**src/rtl/codec_sample_buffer_pkg.sv**
```systemverilog
// Shared definitions for the codec sample buffer.
//   CODEC_SAMPLE_W : default bits per PCM channel
//   CODEC_PAIR_W   : width of one stereo pair {left, right}
//   UNDERRUN_W     : width of the underrun counter
//   sat_inc()      : saturating increment used by the underrun counter
package codec_sample_buffer_pkg;

  localparam int CODEC_SAMPLE_W = 16;
  localparam int CODEC_PAIR_W   = 2 * CODEC_SAMPLE_W;
  localparam int UNDERRUN_W     = 16;

  // Increment that sticks at all-ones instead of wrapping back to zero.
  function automatic logic [UNDERRUN_W-1:0] sat_inc(input logic [UNDERRUN_W-1:0] v);
    return (&v) ? v : v + UNDERRUN_W'(1);
  endfunction

endpackage

```
**src/rtl/codec_sample_buffer_fifo.sv**
```systemverilog
// Stereo pair storage for the codec sample buffer.
// Holds DEPTH entries of PAIR_W bits with read/write pointers and an exact fill count.
// Ports:
//   clk, reset_n        clock, asynchronous active-low reset
//   flush               synchronous clear of pointers and fill count (wins over push/pop)
//   push, wr_data       write one pair at the tail (caller guarantees not full)
//   pop                 remove the head (caller guarantees not empty)
//   rd_data             current head pair (valid when !empty)
//   fill_level          entries currently stored, 0..DEPTH
//   full, empty         fill_level == DEPTH / fill_level == 0
module codec_sample_buffer_fifo
  import codec_sample_buffer_pkg::*;
#(
  parameter int DEPTH  = 16,
  parameter int PAIR_W = CODEC_PAIR_W,
  localparam int AW    = $clog2(DEPTH)
) (
  input  logic              clk,
  input  logic              reset_n,
  input  logic              flush,
  input  logic              push,
  input  logic [PAIR_W-1:0] wr_data,
  input  logic              pop,
  output logic [PAIR_W-1:0] rd_data,
  output logic [AW:0]       fill_level,
  output logic              full,
  output logic              empty
);

  localparam logic [AW:0] LVL_FULL = (AW+1)'(DEPTH);

  logic [PAIR_W-1:0] mem_q [DEPTH];
  logic [AW-1:0]     wr_ptr_q, wr_ptr_d;
  logic [AW-1:0]     rd_ptr_q, rd_ptr_d;
  logic [AW:0]       fill_q,   fill_d;

  // A flush cancels any push or pop issued in the same cycle.
  logic do_push;
  logic do_pop;
  assign do_push = push & ~flush;
  assign do_pop  = pop  & ~flush;

  always_comb begin
    wr_ptr_d = wr_ptr_q;
    rd_ptr_d = rd_ptr_q;
    fill_d   = fill_q;
    if (flush) begin
      wr_ptr_d = '0;
      rd_ptr_d = '0;
      fill_d   = '0;
    end else begin
      // DEPTH is a power of two, so pointer overflow is the wrap.
      if (do_push) wr_ptr_d = wr_ptr_q + AW'(1);
      if (do_pop)  rd_ptr_d = rd_ptr_q + AW'(1);
      case ({do_push, do_pop})
        2'b10:   fill_d = fill_q + (AW+1)'(1);
        2'b01:   fill_d = fill_q - (AW+1)'(1);
        default: fill_d = fill_q;
      endcase
    end
  end

  always_ff @(posedge clk or negedge reset_n) begin
    if (!reset_n) begin
      wr_ptr_q <= '0;
      rd_ptr_q <= '0;
      fill_q   <= '0;
    end else begin
      wr_ptr_q <= wr_ptr_d;
      rd_ptr_q <= rd_ptr_d;
      fill_q   <= fill_d;
    end
  end

  // Storage carries no reset; stale contents are never observed because reads
  // are only used when the fill count says the head is valid.
  always_ff @(posedge clk) begin
    if (do_push) mem_q[wr_ptr_q] <= wr_data;
  end

  assign rd_data    = mem_q[rd_ptr_q];
  assign fill_level = fill_q;
  assign full       = (fill_q == LVL_FULL);
  assign empty      = (fill_q == '0);

endmodule

```
**src/rtl/codec_sample_buffer.sv**
```systemverilog
// Stereo sample FIFO feeding the AC97 codec interface.
// Accepts {left,right} pairs with valid/ready and presents one pair per codec
// frame, advancing on each rising edge of playback_accept. Outputs are held
// between frames; frames served while empty are counted as underruns.
// Ports:
//   clk, reset_n              clock, asynchronous active-low reset
//   in_left/in_right/in_valid generator pair and its valid
//   in_ready                  buffer can accept (not full)
//   flush                     synchronous clear of buffered pairs
//   playback_accept           codec frame strobe (level)
//   pcm_left/pcm_right        pair presented to the codec
//   frame_tick                1-cycle pulse when a new pair is presented
//   fill_level                entries currently stored
//   underrun_count            saturating count of frames served while empty
module codec_sample_buffer
  import codec_sample_buffer_pkg::*;
#(
  parameter int DEPTH         = 16,
  parameter int SAMPLE_W      = CODEC_SAMPLE_W,
  parameter bit UNDERRUN_ZERO = 1'b1,
  localparam int AW           = $clog2(DEPTH)
) (
  input  logic                  clk,
  input  logic                  reset_n,
  input  logic [SAMPLE_W-1:0]   in_left,
  input  logic [SAMPLE_W-1:0]   in_right,
  input  logic                  in_valid,
  output logic                  in_ready,
  input  logic                  flush,
  input  logic                  playback_accept,
  output logic [SAMPLE_W-1:0]   pcm_left,
  output logic [SAMPLE_W-1:0]   pcm_right,
  output logic                  frame_tick,
  output logic [AW:0]           fill_level,
  output logic [UNDERRUN_W-1:0] underrun_count
);

  localparam int PAIR_W = 2 * SAMPLE_W;

  logic                  accept_q;
  logic [PAIR_W-1:0]     held_q,     held_d;
  logic [UNDERRUN_W-1:0] underrun_q, underrun_d;

  logic [PAIR_W-1:0] head_pair;
  logic [PAIR_W-1:0] next_pair;
  logic [PAIR_W-1:0] out_pair;
  logic              fifo_full;
  logic              fifo_empty;
  logic              push;
  logic              pop;

  assign frame_tick = playback_accept & ~accept_q;

  // in_ready is purely registered state; a pop in this cycle frees a slot
  // only from the next cycle on.
  assign in_ready = ~fifo_full;
  assign push     = in_valid & ~fifo_full;
  // A same-cycle push into an empty FIFO is not forwarded: the tick underruns.
  assign pop      = frame_tick & ~fifo_empty;

  codec_sample_buffer_fifo #(
    .DEPTH  (DEPTH),
    .PAIR_W (PAIR_W)
  ) u_fifo (
    .clk        (clk),
    .reset_n    (reset_n),
    .flush      (flush),
    .push       (push),
    .wr_data    ({in_left, in_right}),
    .pop        (pop),
    .rd_data    (head_pair),
    .fill_level (fill_level),
    .full       (fifo_full),
    .empty      (fifo_empty)
  );

  always_comb begin
    if (!fifo_empty)        next_pair = head_pair;
    else if (UNDERRUN_ZERO) next_pair = '0;
    else                    next_pair = held_q;

    // Lookahead only during the tick cycle; the held register takes over from
    // the following cycle, so the pair is stable for the whole frame.
    out_pair   = frame_tick ? next_pair : held_q;
    held_d     = out_pair;
    underrun_d = (frame_tick && fifo_empty) ? sat_inc(underrun_q) : underrun_q;
  end

  always_ff @(posedge clk or negedge reset_n) begin
    if (!reset_n) begin
      accept_q   <= 1'b0;
      held_q     <= '0;
      underrun_q <= '0;
    end else begin
      accept_q   <= playback_accept;
      held_q     <= held_d;
      underrun_q <= underrun_d;
    end
  end

  assign pcm_left       = out_pair[PAIR_W-1:SAMPLE_W];
  assign pcm_right      = out_pair[SAMPLE_W-1:0];
  assign underrun_count = underrun_q;

endmodule
```
**config.mk**
```make
export PLATFORM = sky130hd
export DESIGN_NAME = codec_sample_buffer
export DESIGN_NICKNAME = d
export VERILOG_FILES = /design/src/rtl/codec_sample_buffer_pkg.sv /design/src/rtl/codec_sample_buffer_fifo.sv /design/src/rtl/codec_sample_buffer.sv
export SDC_FILE = /design/constraint.sdc
export NUM_CORES = 1
export LEC_CHECK = 0
export ABC_AREA = 1
export CELL_PAD_IN_SITES_DETAIL_PLACEMENT = 0
export CELL_PAD_IN_SITES_GLOBAL_PLACEMENT = 1
export CORE_MARGIN = 1
export CORE_UTILIZATION = 50
export DETAILED_ROUTE_END_ITERATION = 10
export HOLD_SLACK_MARGIN = 0.1
export PLACE_DENSITY = 0.82
export SYNTH_ARGS = -nofsm -noshare
export SYNTH_HDL_FRONTEND = slang
export SYNTH_SLANG_ARGS = --single-unit
```
**constraint.sdc**
```tcl
create_clock -name clk -period 3.2 [get_ports clk]
set_input_delay 0.48 -clock clk [delete_from_list [all_inputs] [get_ports clk]]
set_output_delay 0.48 -clock clk [all_outputs]
set_load 0.02 [all_outputs]
```
==> out/summary.md <==
Finish
• 2543 — number of cells in the finished layout apart from fillers
• 16900 um^2 — FF/Latch Area
• 5360 um^2 — total area of multi-input combinational cells
• 27400 um^2 — cell area after layout
• 0.603 — final standard cell utilization of the core
• 18.9% — synthesis-to-layout area growth
• 1941 — NumNets Final
• 0.153 — fraction of layout instances using a drive strength above 1
• 0 — number of diodes
• 3439 — total of fill cells in the finished design

Worst setup path
• primary output — Worst Setup End Kind
• reg -> out — critical setup path kind
• 2.72 ns — CP required
• flip-flop — crit start category
• 50 — maximum fanout count along the critical path
• 2.67 ns — arrival time of the worst setup path

Timing
• 0 — number of hold violations in the final report
• 0 — Setup-failing EPs final
• yes — RSZ-0062 raised after global routing
• 0.979 ns — Worst Max-Slew Pin Slew
• 0.347 — relative slew slack
• 0 ns — total negative slack
• 0.984 — part of the cycle the worst path needs
• 0 — number of pins with negative max-slew slack in the final report
• 0.0189 ns — setup skew after layout
• 318 MHz — peak clock frequency supported by timing
• 3.15 ns — time the worst path needs with I/O delays and setup
• 0.356 ns — hold slack

Drt
• 0 — DRC
• 22.3 um — Routed WL per cell
• 14700 — routed via count
• 1455 — DRC marker count from the first detailed-route iteration
• 56.6 mm — DRT Wirelength
• 5.78 — routed vias/inst
• 5 — number of search-and-repair iterations in the first detailed-routing pass
• 0 — DRT antenna net count

Place
• 0.767 — Placer Congestion
• 25100 um^2 — placed standard-cell area
• 2415 — Placed Instances
• 91 — Port-buffer cells
• 28.1 mm — placed wire-length estimate after detailed placement

Job
• 0 — total of max-cap violations

Yosys
• 0 — warnings from Yosys
• 512 x sky130_fd_sc_hd__edfxtp_1, 203 x sky130_fd_sc_hd__nand2_1, 176 x sky130_fd_sc_hd__nor2_1 — list of most frequent post-synthesis cells
• sky130_fd_sc_hd__edfxtp_1 — largest area contributor in the synthesized netlist
• 0.108 — proportion of register bits with asynchronous set or reset after synthesis
• 1770 — number of instances in the synthesized netlist
• 0.735 — share of the yosys chip area belonging to registers
• sky130_fd_sc_hd__edfxtp_1 67%, sky130_fd_sc_hd__dfrtp_1 6.7%, sky130_fd_sc_hd__o21ai_0 3.8% — largest cells by area after synthesis
• 512 — number of synthesized flops with an enable pin
• 13.0 um^2 — synthesized area per cell
• 0.668 — fraction of post-synthesis cell area in the top cell type by area
• sky130_fd_sc_hd__edfxtp_1 — Synth Flop Type
• 574 — number of storage elements in the synthesis netlist
• 23000 um^2 — Post-Synthesis Cell Area
• sky130_fd_sc_hd__edfxtp_1 — cell with the most instances after synthesis
• 1815 — post-synth net total
• 39 — count of different cell masters after synthesis

CTS
• 0.62 ns — clock network latency to the later pin of the worst-skew pair
• sky130_fd_sc_hd__clkbuf_16 — root buf cell
• yes — CTS tree
• 574 — clock net sink count
• 3 — buffer depth of the longest clock path
• 0.06 ns — register clock-pin slew on the reported worst setup and hold paths
• 57 — number of CTS-inserted buffers
• 2 — number of H-tree levels

Power and ir drop
• 0.375 — relative contribution of the clock network to total power
• 0.524 mV — Max IR drop VDD
• 641 nW/um^2 — total power density per cell area
• 0.251 — switching power as a share of total power
• 0.487 — register share of total power
• 0.00440 W — switching power of the nets
• 9.66 nW — leakage dissipation
• 0.0131 W — design internal power
• 0.139 — power share of the combinational group

Die
• 217 um — Die Ht
• 45400 um^2 — standard cell core area
• 78 — Core Rows
• 92 — Top-Level Pins
• 46900 um^2 — die area
• 0.507 — effective utilization at floorplan
• 217 um — horizontal extent of the die

Hold path
• in -> reg — classification of the worst-slack hold path

Status
• finished clean — outcome

GRT
• 63 — maximum number of pins on one net before global-route repair
• 1 — initial antenna violation count
• 84.4 mm — global-route wire length before repair
• 0 — total congestion overflow
• 14300 — via count of the first global-routing pass
• 0.240 — total track usage

-- metal layers --
metal | GRT usage | share of wire | vias to the layer above
met5 | 0 | 0.00023 | -
met2 | 0.400 | 0.49 | 590
met4 | 0.0754 | 0.022 | 2
met1 | 0.321 | 0.41 | 7320
met3 | 0.0434 | 0.072 | 100
li1 | - | - | 6691
-- per-stage QoR --
step / total power, W / setup slack, ns
5_1_grt: 0.0181 / -0.0126
6_report: 0.0175 / 0.0523
3_5_place_dp: 0.0109 / 0.151
4_1_cts: 0.0176 / -0.0373
2_1_floorplan: 0.0101 / 0.333
3_3_place_gp: 0.0109 / 0.207
-- cells by family after synthesis --
kind of cell | share of synthesized area
and+or+nand+nor | 0.113
DFF | 0.735
AOI/OAI and AO/OA | 0.103
buffers and inverters | 0.0389
xor gates and xnor gates | 0.00571
adders and majority gates | 0.00435
-- power groups by stage --
stage	registers, W	clock network (W)	logic [W]
after floorplan	0.00869	0	0.00137
after global placement	0.00868	0	0.00222
after detailed placement	0.00868	0	0.00226
after CTS	0.00853	0.00665	0.00240
after global routing	0.00855	0.00693	0.00264
final	0.00853	0.00657	0.00243
-- state kept, by name, indices dropped and copies added (netlist names) --
name and flops:
u_fifo.mem_q 512, held_q 32, underrun_count 16, u_fifo.fill_level 5, u_fifo.rd_ptr_q 4, u_fifo.wr_ptr_q 4
accept_q 1
-- cell usage in the layout, fill, tap and decap left out, types with 31 or more instances in the layout --
master                            instances
sky130_fd_sc_hd__nand3_1                106
sky130_fd_sc_hd__buf_12                  31
sky130_fd_sc_hd__a21oi_1                 63
sky130_fd_sc_hd__o21ai_1                 63
sky130_fd_sc_hd__edfxtp_1               512
sky130_fd_sc_hd__dfrtp_1                 59
sky130_fd_sc_hd__o21ai_0                166
sky130_fd_sc_hd__o211ai_1                37
sky130_fd_sc_hd__nand2_1                202
sky130_fd_sc_hd__clkdlybuf4s50_1         58
sky130_fd_sc_hd__inv_1                   76
sky130_fd_sc_hd__nor2_2                  43
sky130_fd_sc_hd__nor2_1                 160
sky130_fd_sc_hd__clkbuf_16               61
-- what timing repair did --
item / in CTS / in global routing
pin swaps: 2 / 7
endpoints found under the hold margin: 62 / 0
hold buffers: 1 / 0
resized for setup: 92 / 54
setup endpoints to repair: 32 / 30
cloned: 8 / 3
setup buffers: 9 / 1
-- critical path, stage by stage, from the launching register on --
cell and delay, ns:
sky130_fd_sc_hd__dfrtp_4 0.58, sky130_fd_sc_hd__buf_12 0.17, sky130_fd_sc_hd__bufbuf_16 0.32, sky130_fd_sc_hd__o21ai_1 0.16, sky130_fd_sc_hd__nand3_1 0.12, sky130_fd_sc_hd__o21ai_2 0.27, sky130_fd_sc_hd__a22o_1 0.18, sky130_fd_sc_hd__clkdlybuf4s15_2 0.26
-- final cells by class --
class,instances,area share
Multi-Input combinational cell,1007,0.196
Inverter,84,0.0121
Timing Repair Buffer,171,0.0781
Clock buffer,80,0.0572
Tap cell,600,0.0274
Sequential cell,574,0.619
Clock inverter,26,0.0100
Timing Repair inverter,1,0.000320
-- path summary, 6_finish.rpt --
| path | from | endpoint | slack [ns] | cells after the start |
|---|---|---|---|---|
| worst max register to register | u_fifo.fill_level[1]$_DFFE_PN0P_ | u_fifo.fill_level[4]$_DFFE_PN0P_ | 1.03 | 14 |
| max in group asynchronous | reset_n | u_fifo.rd_ptr_q[1]$_DFFE_PN0P_ | 1.91 | 2 |
| min in group asynchronous | reset_n | u_fifo.fill_level[4]$_DFFE_PN0P_ | 0.57 | 2 |
| worst min register to register | held_q[11]$_DFF_PN0_ | held_q[11]$_DFF_PN0_ | 0.47 | 2 |
| worst max-delay path | u_fifo.rd_ptr_q[0]$_DFFE_PN0P_ | pcm_left[14] | 0.05 | 7 |
| worst min-delay path | playback_accept | accept_q$_DFF_PN0_ | 0.36 | 1 |
(Power assumes the default switching activity.)
==> variant, RTL diff (config.mk and constraints unchanged) <==
`DEPTH` is set to 16 in 2 places; all go to 32.
--- a/src/rtl/codec_sample_buffer_fifo.sv
+++ b/src/rtl/codec_sample_buffer_fifo.sv
@@ -13,3 +13,3 @@
 #(
-  parameter int DEPTH  = 16,
+  parameter int DEPTH  = 32,
   parameter int PAIR_W = CODEC_PAIR_W,
--- a/src/rtl/codec_sample_buffer.sv
+++ b/src/rtl/codec_sample_buffer.sv
@@ -17,3 +17,3 @@
 #(
-  parameter int DEPTH         = 16,
+  parameter int DEPTH         = 32,
   parameter int SAMPLE_W      = CODEC_SAMPLE_W,
Interface: changed (resized fill_level); port bits go from 92 to 93. No check against the original RTL was run, so the function may have changed too.
==> variant against the original RTL <==
The flow now finishes with violations (setup timing); final area rose by 89%; core utilization rose by 1.0 points; synthesized cell count increased by 80%; largest power group unchanged; synthesized area rose by 86%; setup slack worse by 0.20 ns; total power is 100% higher; wire length grew 130%; hold slack worse by 0.049 ns; sequential cell count rose by 515; non-clock buffer count up 144; cell count increased by 82%; critical endpoint is now pcm_right[13]; maximum frequency is 6.0% lower.
==> variant: results (changes against the original RTL) <==
* GP Congestion at 0.814 (+6.1%)
* Met3 track demand over resource at 5.97% (+1.6 points)
* Hold WC Path Type: primary input to async pin
* Most frequent cells after synthesis: edfxtp_1 (1024), nor2_1 (561), o21ai_0 (482)
* Post-route worst setup slack at -0.147 ns (-0.200 ns)
* Setup TNS at -1.79 ns (-1.79 ns)
* GRT Util Overall at 29.3% (+5.3 points)
* Vias in the first global route at 28300 (+99%)
* Cell Count Post-Placement at 4364 (+81%)
* Status: finished, violations left
* Cts bufs inserted at 108 (+89%)
* Async S/R FF share, synth at 5.97% (-4.8 points)
* Reg2Reg Depth at 8 (-6)
* Maximum fanout along the worst path at 14 (-72%)
* Fin nets at 3441 (+77%)
* Failing checks: setup timing
* 1st-iter DRT viols at 3971 (+170%)
* Final hold slack at 0.307 ns (-0.0486 ns)
* Global-route wire length before repair at 184 mm (+120%)
* Met1 GRT Util at 39.8% (+7.7 points)
* Fin area at 51600 sq um (+89%)
* Top post-synthesis cells by area: edfxtp_1 (72%), o21ai_0 (5.6%), nor2_1 (4.9%)
* Met2 Track Usage GR at 46.0% (+6.0 points)
* R2R Setup Slk at 0.78 ns (-0.25 ns)
* IO Port Bufs at 92 (+1.1%)
* Detailed Route WL at 130 mm (+130%)
* Final Setup Violations at 26 (+26)
* Placement Setup Slack at -0.0465 ns (-0.198 ns)
* Post-CTS setup buffer count at 15 (+6)
* Dpl cell area at 46500 sq um (+85%)
* FILL cells at 6131 (+78%)
* Skew final at 0.0262 ns (+0.00727 ns)
* FF-to-FF End: u_fifo.mem_q[30][3]
* Dpl hpwl at 67.4 mm (+140%)
* Post-synth EDFFs at 1024 (+100%)
* Critical Path AT at 2.87 ns (+0.20 ns)
* Gate Count Post-Synth at 3183 (+80%)
* Number of flip-flops in the largest register at 1024 (+100%)
* Pleak at 17.3 nW (+79%)
* Initial antenna violation count at 6 (+5)
* DR vias at 29500 (+100%)
==> variant: layer usage <==
layer | vias to the layer above | part of all wire [%]
li1 | 12400 | -
met1 | 14700 | 38
met2 | 2022 | 47
met3 | 371 | 11
met4 | 6 | 4.1
met5 | - | 0.035
==> variant: layout make-up <==
class                      instances  area share, %
antenna                            3         0.0146
clock buffer                     144           5.58
clock inverter                    50           1.15
inverter                          36          0.328
multi-input combinational       1843           19.2
sequential                      1089           62.8
tap                             1134           2.75
timing repair buffer             315           8.10
timing repair inverter             2         0.0388
==> variant: how the worst max path moves through the flow <==
stage               slack, ns            startpoint  depth (start not counted)            endpoint
detailed placement      -0.05       playback_accept                          9        pcm_right[1]
floorplan                0.15  u_fifo.fill_level[0]                          6  u_fifo.mem_q[0][0]
global route            -0.22    u_fifo.rd_ptr_q[0]                         11         pcm_left[1]
finish                  -0.15    u_fifo.rd_ptr_q[0]                         11       pcm_right[13]
global placement        -0.07       playback_accept                          9        pcm_right[1]
CTS                     -0.14    u_fifo.rd_ptr_q[1]                         10       pcm_right[14]
==> variant: cell families (layout without fill, tap and decap cells) <==
family                   count (synthesis)  after routing  synth area share (%)
AND/OR/NAND/NOR                        935            935                  9.04
AO/OA/AOI/OAI                          883            883                  11.8
XOR/XNOR                                16             16                 0.328
flip-flops                            1089           1089                  75.8
buffers and inverters                  251            547                  2.71
adder cells (fa/ha/maj)                  9              9                 0.264
other                                    0              3                     0
==> variant: where the power goes <==
group	switching (mW)	internal, mW	total [mW]
logic	4.20	2.65	6.85
clock network	5.38	7.08	12.5
registers	0.183	15.9	16.1
==> variant: worst max-delay path, delay by kind of cell (launching register included) <==
family                 cells  cell delay (ns)
and+or+nand+nor            4             0.49
buffers and inverters      5             0.82
AOI/OAI and AO/OA          2             0.27
DFF                        1             0.59
